===== src/rtl/spi_target.sv =====
// spi_target: SPI mode-0 target with byte-wide RX and TX FIFOs on the system side.
// SPI pins are asynchronous to clk and are oversampled (clk >= 8x SCK).
// Optional sticky overrun/underrun status is compiled in with SPI_TARGET_STATUS_EN.

module spi_target #(
  parameter int          FIFO_DEPTH = 4,
  parameter logic [7:0]  IDLE_FILL  = 8'hFF
) (
  input  logic       clk,
  input  logic       Rst,
  input  logic       spi_sck,
  input  logic       spi_cs,
  input  logic       spi_mosi,
  output logic       spi_miso,
  input  logic       tx_wr,
  input  logic [7:0] tx_din,
  output logic       tx_full,
  input  logic       rx_rd,
  output logic [7:0] rx_dout,
  output logic       rx_data_avail,
  output logic       busy
`ifdef SPI_TARGET_STATUS_EN
  ,
  input  logic       status_clr,
  output logic       overrun,
  output logic       underrun
`endif
);

  localparam int AW = $clog2(FIFO_DEPTH);
  localparam logic [AW:0] PTR_ONE = {{AW{1'b0}}, 1'b1};

  typedef enum logic [1:0] {
    IDLE  = 2'd0,
    LOAD  = 2'd1,
    SHIFT = 2'd2
  } state_t;

  // Synchronizer and edge-detect stages
  logic r_sckMeta, r_sckSync, r_sckPrev;
  logic r_csMeta,  r_csSync,  r_csPrev;
  logic r_mosiMeta, r_mosiSync;

  logic w_sckRise, w_sckFall, w_csFall, w_csRise;

  // Frame state
  state_t r_state, w_nextState;
  logic [7:0] r_txShift;
  logic [7:0] r_rxShift;
  logic [2:0] r_bitCnt;

  logic w_txLoad, w_txShiftEn, w_rxSample, w_cntClr;

  // TX FIFO
  logic [7:0] r_txMem [FIFO_DEPTH];
  logic [AW:0] r_txWrPtr, r_txRdPtr;
  logic w_txEmpty, w_txFull, w_txPush, w_txPop;
  logic [7:0] w_txHead;

  // RX FIFO
  logic [7:0] r_rxMem [FIFO_DEPTH];
  logic [AW:0] r_rxWrPtr, r_rxRdPtr;
  logic w_rxEmpty, w_rxFull, w_rxPushReq, w_rxPush, w_rxPop;
  logic [7:0] w_rxByte;

  // Bring the three SPI pins into the clk domain; reset to the deselected bus state
  always_ff @(posedge clk or posedge Rst) begin
    if (Rst) begin
      r_sckMeta  <= 1'b0;
      r_sckSync  <= 1'b0;
      r_sckPrev  <= 1'b0;
      r_csMeta   <= 1'b1;
      r_csSync   <= 1'b1;
      r_csPrev   <= 1'b1;
      r_mosiMeta <= 1'b0;
      r_mosiSync <= 1'b0;
    end else begin
      r_sckMeta  <= spi_sck;
      r_sckSync  <= r_sckMeta;
      r_sckPrev  <= r_sckSync;
      r_csMeta   <= spi_cs;
      r_csSync   <= r_csMeta;
      r_csPrev   <= r_csSync;
      r_mosiMeta <= spi_mosi;
      r_mosiSync <= r_mosiMeta;
    end
  end

  assign w_sckRise = r_sckSync & ~r_sckPrev;
  assign w_sckFall = ~r_sckSync & r_sckPrev;
  assign w_csFall  = ~r_csSync & r_csPrev;
  assign w_csRise  = r_csSync & ~r_csPrev;

  assign busy = ~r_csSync;

  // FIFO flags: pointers carry one extra wrap bit so full and empty are distinguishable
  assign w_txEmpty = (r_txWrPtr == r_txRdPtr);
  assign w_txFull  = (r_txWrPtr[AW] != r_txRdPtr[AW]) &&
                     (r_txWrPtr[AW-1:0] == r_txRdPtr[AW-1:0]);
  assign w_rxEmpty = (r_rxWrPtr == r_rxRdPtr);
  assign w_rxFull  = (r_rxWrPtr[AW] != r_rxRdPtr[AW]) &&
                     (r_rxWrPtr[AW-1:0] == r_rxRdPtr[AW-1:0]);

  assign w_txHead = r_txMem[r_txRdPtr[AW-1:0]];

  assign tx_full       = w_txFull;
  assign rx_data_avail = ~w_rxEmpty;
  assign rx_dout       = w_rxEmpty ? 8'h00 : r_rxMem[r_rxRdPtr[AW-1:0]];

  // A push is accepted when there is room, or when a pop frees a slot in the same cycle
  assign w_txPop  = w_txLoad & ~w_txEmpty;
  assign w_txPush = tx_wr & (~w_txFull | w_txPop);

  assign w_rxByte    = {r_rxShift[6:0], r_mosiSync};
  assign w_rxPushReq = w_rxSample & (r_bitCnt == 3'd7);
  assign w_rxPop     = rx_rd & ~w_rxEmpty;
  assign w_rxPush    = w_rxPushReq & (~w_rxFull | w_rxPop);

  // Frame state register
  always_ff @(posedge clk or posedge Rst) begin
    if (Rst) begin
      r_state <= IDLE;
    end else begin
      r_state <= w_nextState;
    end
  end

  // Next-state and per-cycle datapath strobes; a chip-select release aborts everything
  always_comb begin
    w_nextState = r_state;
    w_txLoad    = 1'b0;
    w_txShiftEn = 1'b0;
    w_rxSample  = 1'b0;
    w_cntClr    = 1'b0;
    if (w_csRise) begin
      w_nextState = IDLE;
    end else begin
      unique case (r_state)
        IDLE: begin
          if (w_csFall) begin
            w_nextState = LOAD;
          end
        end
        LOAD: begin
          w_txLoad    = 1'b1;
          w_cntClr    = 1'b1;
          w_nextState = SHIFT;
        end
        SHIFT: begin
          if (w_sckRise) begin
            w_rxSample = 1'b1;
          end
          if (w_sckFall) begin
            if (r_bitCnt == 3'd0) begin
              w_txLoad = 1'b1;
            end else begin
              w_txShiftEn = 1'b1;
            end
          end
        end
        default: begin
          w_nextState = IDLE;
        end
      endcase
    end
  end

  // Shift registers and bit counter; the counter reaching 0 on a falling edge marks a byte boundary
  always_ff @(posedge clk or posedge Rst) begin
    if (Rst) begin
      r_txShift <= 8'h00;
      r_rxShift <= 8'h00;
      r_bitCnt  <= 3'd0;
    end else begin
      if (w_txLoad) begin
        r_txShift <= w_txEmpty ? IDLE_FILL : w_txHead;
      end else if (w_txShiftEn) begin
        r_txShift <= {r_txShift[6:0], 1'b0};
      end
      if (w_cntClr) begin
        r_bitCnt <= 3'd0;
      end else if (w_rxSample) begin
        r_rxShift <= w_rxByte;
        r_bitCnt  <= r_bitCnt + 3'd1;
      end
    end
  end

  assign spi_miso = ((r_state == LOAD) || (r_state == SHIFT)) ? r_txShift[7] : 1'b0;

  // FIFO pointer bookkeeping
  always_ff @(posedge clk or posedge Rst) begin
    if (Rst) begin
      r_txWrPtr <= '0;
      r_txRdPtr <= '0;
      r_rxWrPtr <= '0;
      r_rxRdPtr <= '0;
    end else begin
      if (w_txPush) begin
        r_txWrPtr <= r_txWrPtr + PTR_ONE;
      end
      if (w_txPop) begin
        r_txRdPtr <= r_txRdPtr + PTR_ONE;
      end
      if (w_rxPush) begin
        r_rxWrPtr <= r_rxWrPtr + PTR_ONE;
      end
      if (w_rxPop) begin
        r_rxRdPtr <= r_rxRdPtr + PTR_ONE;
      end
    end
  end

  // FIFO storage; contents need no reset because the pointers define what is valid
  always_ff @(posedge clk) begin
    if (w_txPush) begin
      r_txMem[r_txWrPtr[AW-1:0]] <= tx_din;
    end
    if (w_rxPush) begin
      r_rxMem[r_rxWrPtr[AW-1:0]] <= w_rxByte;
    end
  end

`ifdef SPI_TARGET_STATUS_EN
  logic w_rxDrop, w_underrunEvt;

  assign w_rxDrop      = w_rxPushReq & ~w_rxPush;
  assign w_underrunEvt = w_txLoad & w_txEmpty;

  // Sticky error flags; a new event in the clear cycle keeps the flag set
  always_ff @(posedge clk or posedge Rst) begin
    if (Rst) begin
      overrun  <= 1'b0;
      underrun <= 1'b0;
    end else begin
      if (w_rxDrop) begin
        overrun <= 1'b1;
      end else if (status_clr) begin
        overrun <= 1'b0;
      end
      if (w_underrunEvt) begin
        underrun <= 1'b1;
      end else if (status_clr) begin
        underrun <= 1'b0;
      end
    end
  end
`else
  // Dropped RX bytes and idle-fill loads go unreported in this build.
`endif

endmodule


===== config.mk =====
export PLATFORM = sky130hd
export DESIGN_NAME = spi_target
export DESIGN_NICKNAME = d
export VERILOG_FILES = /design/src/rtl/spi_target.sv
export SDC_FILE = /design/constraint.sdc
export NUM_CORES = 1
export LEC_CHECK = 0
export CAP_MARGIN = 15
export CORE_ASPECT_RATIO = 2
export CORE_UTILIZATION = 59
export DETAILED_ROUTE_END_ITERATION = 7
export GPL_TIMING_DRIVEN = 0
export PLACE_DENSITY = 0.78
export SLEW_MARGIN = 10
export SYNTH_ARGS = -nofsm -noshare
export SYNTH_HDL_FRONTEND = slang
export SYNTH_SLANG_ARGS = --single-unit

===== constraint.sdc =====
create_clock -name clk -period 2.15 [get_ports clk]
set_input_delay 0.43 -clock clk [delete_from_list [all_inputs] [get_ports clk]]
set_output_delay 0.43 -clock clk [all_outputs]
set_load 0.005 [all_outputs]

==> impl_metrics.yaml, run 1 <==
synthesis:
  synth_edf_count: 64
  synth_commonest_cells: "64 x edfxtp_1, 37 x dfrtp_1, 17 x ha_1"
  yosysUniqueCellTypes: 41
  ys_ff_latch: 104
  synthCells: 247
  ys_seq_area_share_pct: 65.67
  avgSynthCellArea_um2: 18.04
  syn_nets: 279
  synth_area_leaders: "edfxtp_1 43%, dfrtp_1 21%, mux4_2 5.1%, ha_1 4.8%, mux4_1 3.5%"
  post-synth-top-area-cell: "edfxtp_1"
  synthDominantCellAreaShare_pct: 43.12
  syn-cell-area_um2: 4457
  yosys_warnings: 0
  yosysMostFrequentCell: "edfxtp_1"
  synthArstFlopShare_pct: 38.46
  synth_ff_type: "edfxtp_1"
layout:
  final_cell_area_um2: 5405
  stdcell_count: 397
  seqCellArea_um2: 2928
  drive_gt1_share_pct: 33.11
  multiInputGateArea_um2: 1525
  nFillCells: 446
  areaGrowthSynthToFinish_pct: 21.28
  num_antenna_cells: 0
  final_nets: 332
outcome:
  violations: "setup timing"
  outcome: "finished, violations left"
sta:
  timing.final.crit_share_pct: 101.1
  clock_skew_ns: 0.006960
  max_slew_margin_pct: 80.75
  hold_viol: 0
  slew_violations: 0
  fmax_ghz: 0.4600
  setup_viol: 3
  min_period_ns: 2.174
  grt_setup_unrepaired: "true"
  worst_pin_slew_ns: 0.2868
  fin_setup_tns_ns: -0.04981
  timing.final.ws_setup_ns: -0.02385
placement:
  place_hpwl_um: 4891
  portBuffers: 26
  dp_cells: 366
  gp_congestion: 0.7671
  dpl_cell_area_um2: 4852
floorplanning:
  start_util_pct: 61.33
  dieHeight_um: 124.9
  core_um2: 7267
  die_w_um: 63.46
  rows: 44
  io_pins: 27
  fp.dieArea_um2: 7926
power:
  p_leak_uw: 0.002172
  pwr_density_cell_nw_per_um2: 1274
  ir_drop_mv: 0.8259
clock_network:
  clock_sink_count: 104
  root_buffer: "clkbuf_16"
  cts_buffers: 9
  insertion_delay_ns: 0.33
  cts_tree: "yes"
  cts_max_level: 3
  clock_path_buffers: 2
  clk_transition_reported_paths_ns: 0.06
worst_setup_path:
  cp_max_fo: 10
  worst_path_most_repeated_cell: "buf_6"
  critPathMaxStageDelay_ns: 0.40
  crit_family: "buffers and inverters"
  cp_data_required_time_ns: 1.72
  end_kind: "output pin"
  path_buf_inv: 4
  worstSetupPathType: "reg -> out"
  arrival_ns: 1.74
  cp-start-kind: "flip-flop"
  setup.reg_to_reg.worst_slack_ns: 0.07
  cpMaxStageDelayCell: "dfrtp_1"
  path_cells: "buf_8 > xnor2_4 > nand3b_1 > buf_6 > buf_6 > and2_4 > buf_6"
flow_run:
  maxCapViolCount: 0
detailed_routing:
  post-route-drc-count: 0
  vias: 2206
  drt_first_pass_iters: 4
  topRoutingLayerUsed: "met4"
  met1_length_um: 2354
  drtAntennaViolNets: 0
  wire_per_inst_um: 19.16
  dr_wl_met3_um: 152
  wl_um: 7606
  met2WireLength_um: 4880
  viasPerCell: 5.557
  first_iter_violations: 83
worst_hold_path:
  hold_class: "in -> async"
grt:
  grt_pass1_wl_um: 12490
  grt_usage_pct: 22.15
  antenna_found_initial: 0
  grt_pass1_vias: 2395
  grt_overflow: 0
  grt_max_degree: 40
## worst register-to-register path: cells and delay by family (launching register included)
kind                     cells  cell delay (ns)
AO/OA/AOI/OAI                2             0.38
buffers and inverters        3             0.40
adder cells (fa/ha/maj)      1             0.21
AND/OR/NAND/NOR              1             0.28
flip-flops                   1             0.52
## cells by family (layout without fill, tap and decap cells)
family	after synthesis	after routing	share of synthesized area (%)
DFF	104	104	65.67
muxes	35	35	13.36
and+or+nand+nor	33	33	5.110
buffers and inverters	24	82	3.032
AOI/OAI and AO/OA	20	20	5.138
adders and majority gates	17	17	4.773
xor gates and xnor gates	14	14	2.920
## through the flow
| step | util [%] | total power, µW | hold WS, ns | setup slack, ns |
|---|---|---|---|---|
| after detailed placement | 66.77 | 4924 | 0.3410 | -0.2196 |
| after floorplan | - | 4277 | 0.3312 | 0.1982 |
| final | 74.38 | 6884 | 0.2680 | -0.02385 |
| after global routing | 74.38 | 7273 | 0.2737 | -0.08770 |
| after global placement | 66.49 | 4826 | 0.3326 | -0.1869 |
| after CTS | 74.38 | 6941 | 0.2490 | -0.1126 |
## layout by cell type, fill, tap and decap left out, types with 6 or more instances in the layout
cell	count
a2bb2oi_2	8
and2_4	8
buf_2	6
buf_4	10
buf_6	12
clkbuf_16	9
clkdlybuf4s50_1	15
dfrtp_1	36
edfxtp_1	64
ha_1	14
inv_1	14
mux2_1	7
mux2i_1	7
mux4_1	6
mux4_2	10
xnor2_1	6
## final timing paths
kind | startpoint | end | cells after the start
worst max register to register | r_csPrev | r_txMem[3][3] | 7
worst max-delay path | r_rxRdPtr[1] | rx_dout[4] | 7
min in group clk | r_mosiMeta | r_mosiSync | 0
worst min-delay path | Rst | r_mosiMeta | 2
worst min register to register | r_mosiMeta | r_mosiSync | 0
max in group asynchronous | Rst | r_csMeta | 3
## flip-flops by register name, indices dropped and copies added, names as in the netlist
name / count
r_sckMeta: 1
r_rxMem: 32
r_sckPrev: 1
r_txRdPtr: 3
r_txWrPtr: 3
r_mosiSync: 1
r_bitCnt: 3
r_sckSync: 1
r_csSync: 1
r_rxWrPtr: 3
r_csPrev: 1
r_txShift: 8
r_txMem: 32
r_rxRdPtr: 3
r_csMeta: 1
r_state: 2
r_rxShift: 7
r_mosiMeta: 1
## repair_timing
action | in CTS | in global routing
cloned | 2 | 0
hold endpoints to repair | 0 | 0
endpoints found under the setup margin | 76 | 84
hold buffers | 0 | 0
gates resized for setup | 77 | 10
pin swaps | 11 | 4
buffers inserted | 15 | 3
## per-layer routing
metal  GRT usage, %  vias to the layer above
met5              0                        -
met4          10.16                        0
met3          4.121                       16
met2          44.12                       38
met1          20.13                     1115
li1               -                     1037
## cell type report
class	count	area share [%]
Clock inverter	3	0.3241
Sequential cell	104	54.17
Buffer	8	1.620
Clock buffer	13	4.630
Timing Repair Buffer	43	7.870
Inverter	15	1.042
Multi-Input combinational cell	119	28.22
Tap cell	92	2.130
## power breakdown
part           total [µW]  internal [µW]  switching, µW  leakage, µW
Sequential           2740           2520            221      0.00107
Clock                1440            813            628     0.000130
Combinational        2710           1590           1110     0.000976
(Power assumes the default switching activity.)
==> inputs of run 2 (changes only) <==
Settings changed: CORE_ASPECT_RATIO 2 to 1.1, PLACE_DENSITY 0.78 to 0.79.
==> impl_metrics.yaml, run 2 (synthesized netlist as in run 1, its figures left out) <==
outcome:
  outcome: "finished, violations left"
  violations: "DRC, setup timing"
worst_setup_path:
  cpMaxStageDelayCell: "dfrtp_2"
  path_cells: "buf_12 > xnor2_4 > nand3b_1 > buf_6 > buf_6 > and2_4 > buf_6"
  crit_family: "buffers and inverters"
  path_buf_inv: 4
  cp_data_required_time_ns: 1.72
  cp-start-kind: "flip-flop"
  end_kind: "output pin"
  critPathMaxStageDelay_ns: 0.44
  arrival_ns: 1.80
  worstSetupPathType: "reg -> out"
  cp_max_fo: 5
  worst_path_most_repeated_cell: "buf_6"
sta:
  timing.final.ws_setup_ns: -0.07669
  grt_setup_unrepaired: "true"
  setup_viol: 7
  worst_pin_slew_ns: 0.3468
  hold_viol: 0
  clock_skew_ns: 0.008460
  min_period_ns: 2.227
  max_slew_margin_pct: 76.85
  slew_violations: 0
  fmax_ghz: 0.4491
  timing.final.crit_share_pct: 103.6
grt:
  grt_max_degree: 28
  antenna_found_initial: 0
  grt_use_met3_pct: 4.060
  grt_usage_pct: 20.38
  grt_util_met2_pct: 36.52
  grt_use_met1_pct: 24.92
  grt_pass1_wl_um: 11930
  busiest_layer: "met2"
  grt_pass1_vias: 2409
  grt_overflow: 0
layout:
  layout_common_cells: "64 x edfxtp_1, 36 x dfrtp_1, 20 x buf_6, 18 x buf_4"
  drive_gt1_share_pct: 37.30
  num_antenna_cells: 0
  stdcell_count: 404
  final_nets: 346
  areaGrowthSynthToFinish_pct: 22.82
  final_common_cell: "edfxtp_1"
  postLayoutCoreUtil_pct: 76.38
  nFillCells: 429
floorplanning:
  dieHeight_um: 93.16
  rows: 32
  io_pins: 27
  fp.dieArea_um2: 7906
  die_w_um: 84.87
  core_um2: 7167
  start_util_pct: 62.19
clock_network:
  cts_buffers: 9
  cts_tree: "yes"
  root_buffer: "clkbuf_8"
  clock_path_buffers: 2
  insertion_delay_ns: 0.35
  clk_transition_reported_paths_ns: 0.10
  cts_max_level: 3
  clock_sink_count: 104
worst_hold_path:
  hold_class: "in -> async"
detailed_routing:
  drt_first_pass_iters: 6
  vias: 2225
  first_iter_violations: 83
  wire_per_inst_um: 17.57
  viasPerCell: 5.507
  post-route-drc-count: 2
  drtAntennaViolNets: 0
  wl_um: 7099
placement:
  dp_cells: 359
  place_hpwl_um: 4332
  gp_congestion: 0.7278
  portBuffers: 26
power:
  ir_drop_mv: 0.8182
  p_sw_share_pct: 29.83
  p_leak_uw: 0.002224
  p_seq_share_pct: 40.0
  clkPwrFrac_pct: 16.1
  power_switching_uw: 2029
  internal-power_uw: 4773
  pwr_density_cell_nw_per_um2: 1243
  p_comb_share_pct: 44.0
flow_run:
  maxCapViolCount: 0
run 2: cell count changes in the layout (fill, tap and decap cells not counted), moves of 2 or more:
cell / before / now
inv_6: 0 / 4
buf_8: 3 / 1
and3b_1: 2 / 0
buf_4: 10 / 18
buf_6: 12 / 20
and3b_2: 0 / 2
clkbuf_16: 9 / 0
clkbuf_1: 3 / 0
buf_2: 6 / 4
clkbuf_8: 1 / 9
buf_12: 3 / 5
run 2: layout make-up:
type	count	area (µm²)	share of cell area, %
inverters	15	56.30	1.029
plain buffers	8	83.83	1.531
well taps	85	106.4	1.943
multi-input cells	119	1545	28.23
flip-flops and latches	104	2928	53.49
clock inverters	7	51.30	0.9371
clock buffers	9	123.9	2.263
repair buffers	57	579.3	10.58
run 2: path summary, 6_finish.rpt:
path,from,to,slack (ns),depth (start not counted)
setup / recovery,r_rxRdPtr[0],rx_dout[0],-0.08,7
hold / removal,Rst,r_mosiMeta,0.35,2
setup reg to reg,r_rxRdPtr[0],r_rxRdPtr[1],0.07,11
hold reg to reg,r_csMeta,r_csSync,0.36,0
max in group asynchronous,Rst,r_rxRdPtr[0],1.32,3
min in group clk,r_csMeta,r_csSync,0.36,0
run 2: layer usage:
layer | routed length [µm] | up-vias
li1 | - | 1066
met1 | 2942 | 1121
met2 | 3945 | 31
met3 | 137 | 7
met4 | 74 | 0
met5 | 0 | -
run 2: power groups by stage:
stage	Sequential (µW)	Clock, µW	Combinational [µW]
4_1_cts	2720	1110	2850
3_5_place_dp	2740	0	2140
2_1_floorplan	2690	0	1590
3_3_place_gp	2720	0	2100
5_1_grt	2760	1210	3220
6_report	2720	1090	2990
run 2: what timing repair did:
item | in CTS | in global routing
buffers inserted | 27 | 5
hold buffers | 0 | 0
pin swaps | 8 | 7
resized for setup | 79 | 19
endpoints found under the setup margin | 75 | 85
cloned | 2 | 0
endpoints found under the hold margin | 0 | 0
run 2: metrics by stage:
stage / instance area (µm²) / total power, µW / setup WS, ns / hold WS [ns] / TNS (ns)
finish: 5474 / 6802 / -0.07669 / 0.3530 / -0.2512
floorplan: 4457 / 4277 / 0.1982 / 0.3312 / 0
global route: 5474 / 7190 / -0.1488 / 0.3690 / -0.8491
detailed placement: 4843 / 4888 / -0.1563 / 0.3442 / -5.811
CTS: 5419 / 6677 / -0.1610 / 0.3450 / -1.082
global placement: 4823 / 4821 / -0.1288 / 0.3323 / -6.895
==> inputs of run 3 (changes only) <==
Settings changed: HOLD_SLACK_MARGIN set to 0.15.
==> results of run 3 <==
No change in the layout: final DEF, timing and power equal those of run 2.
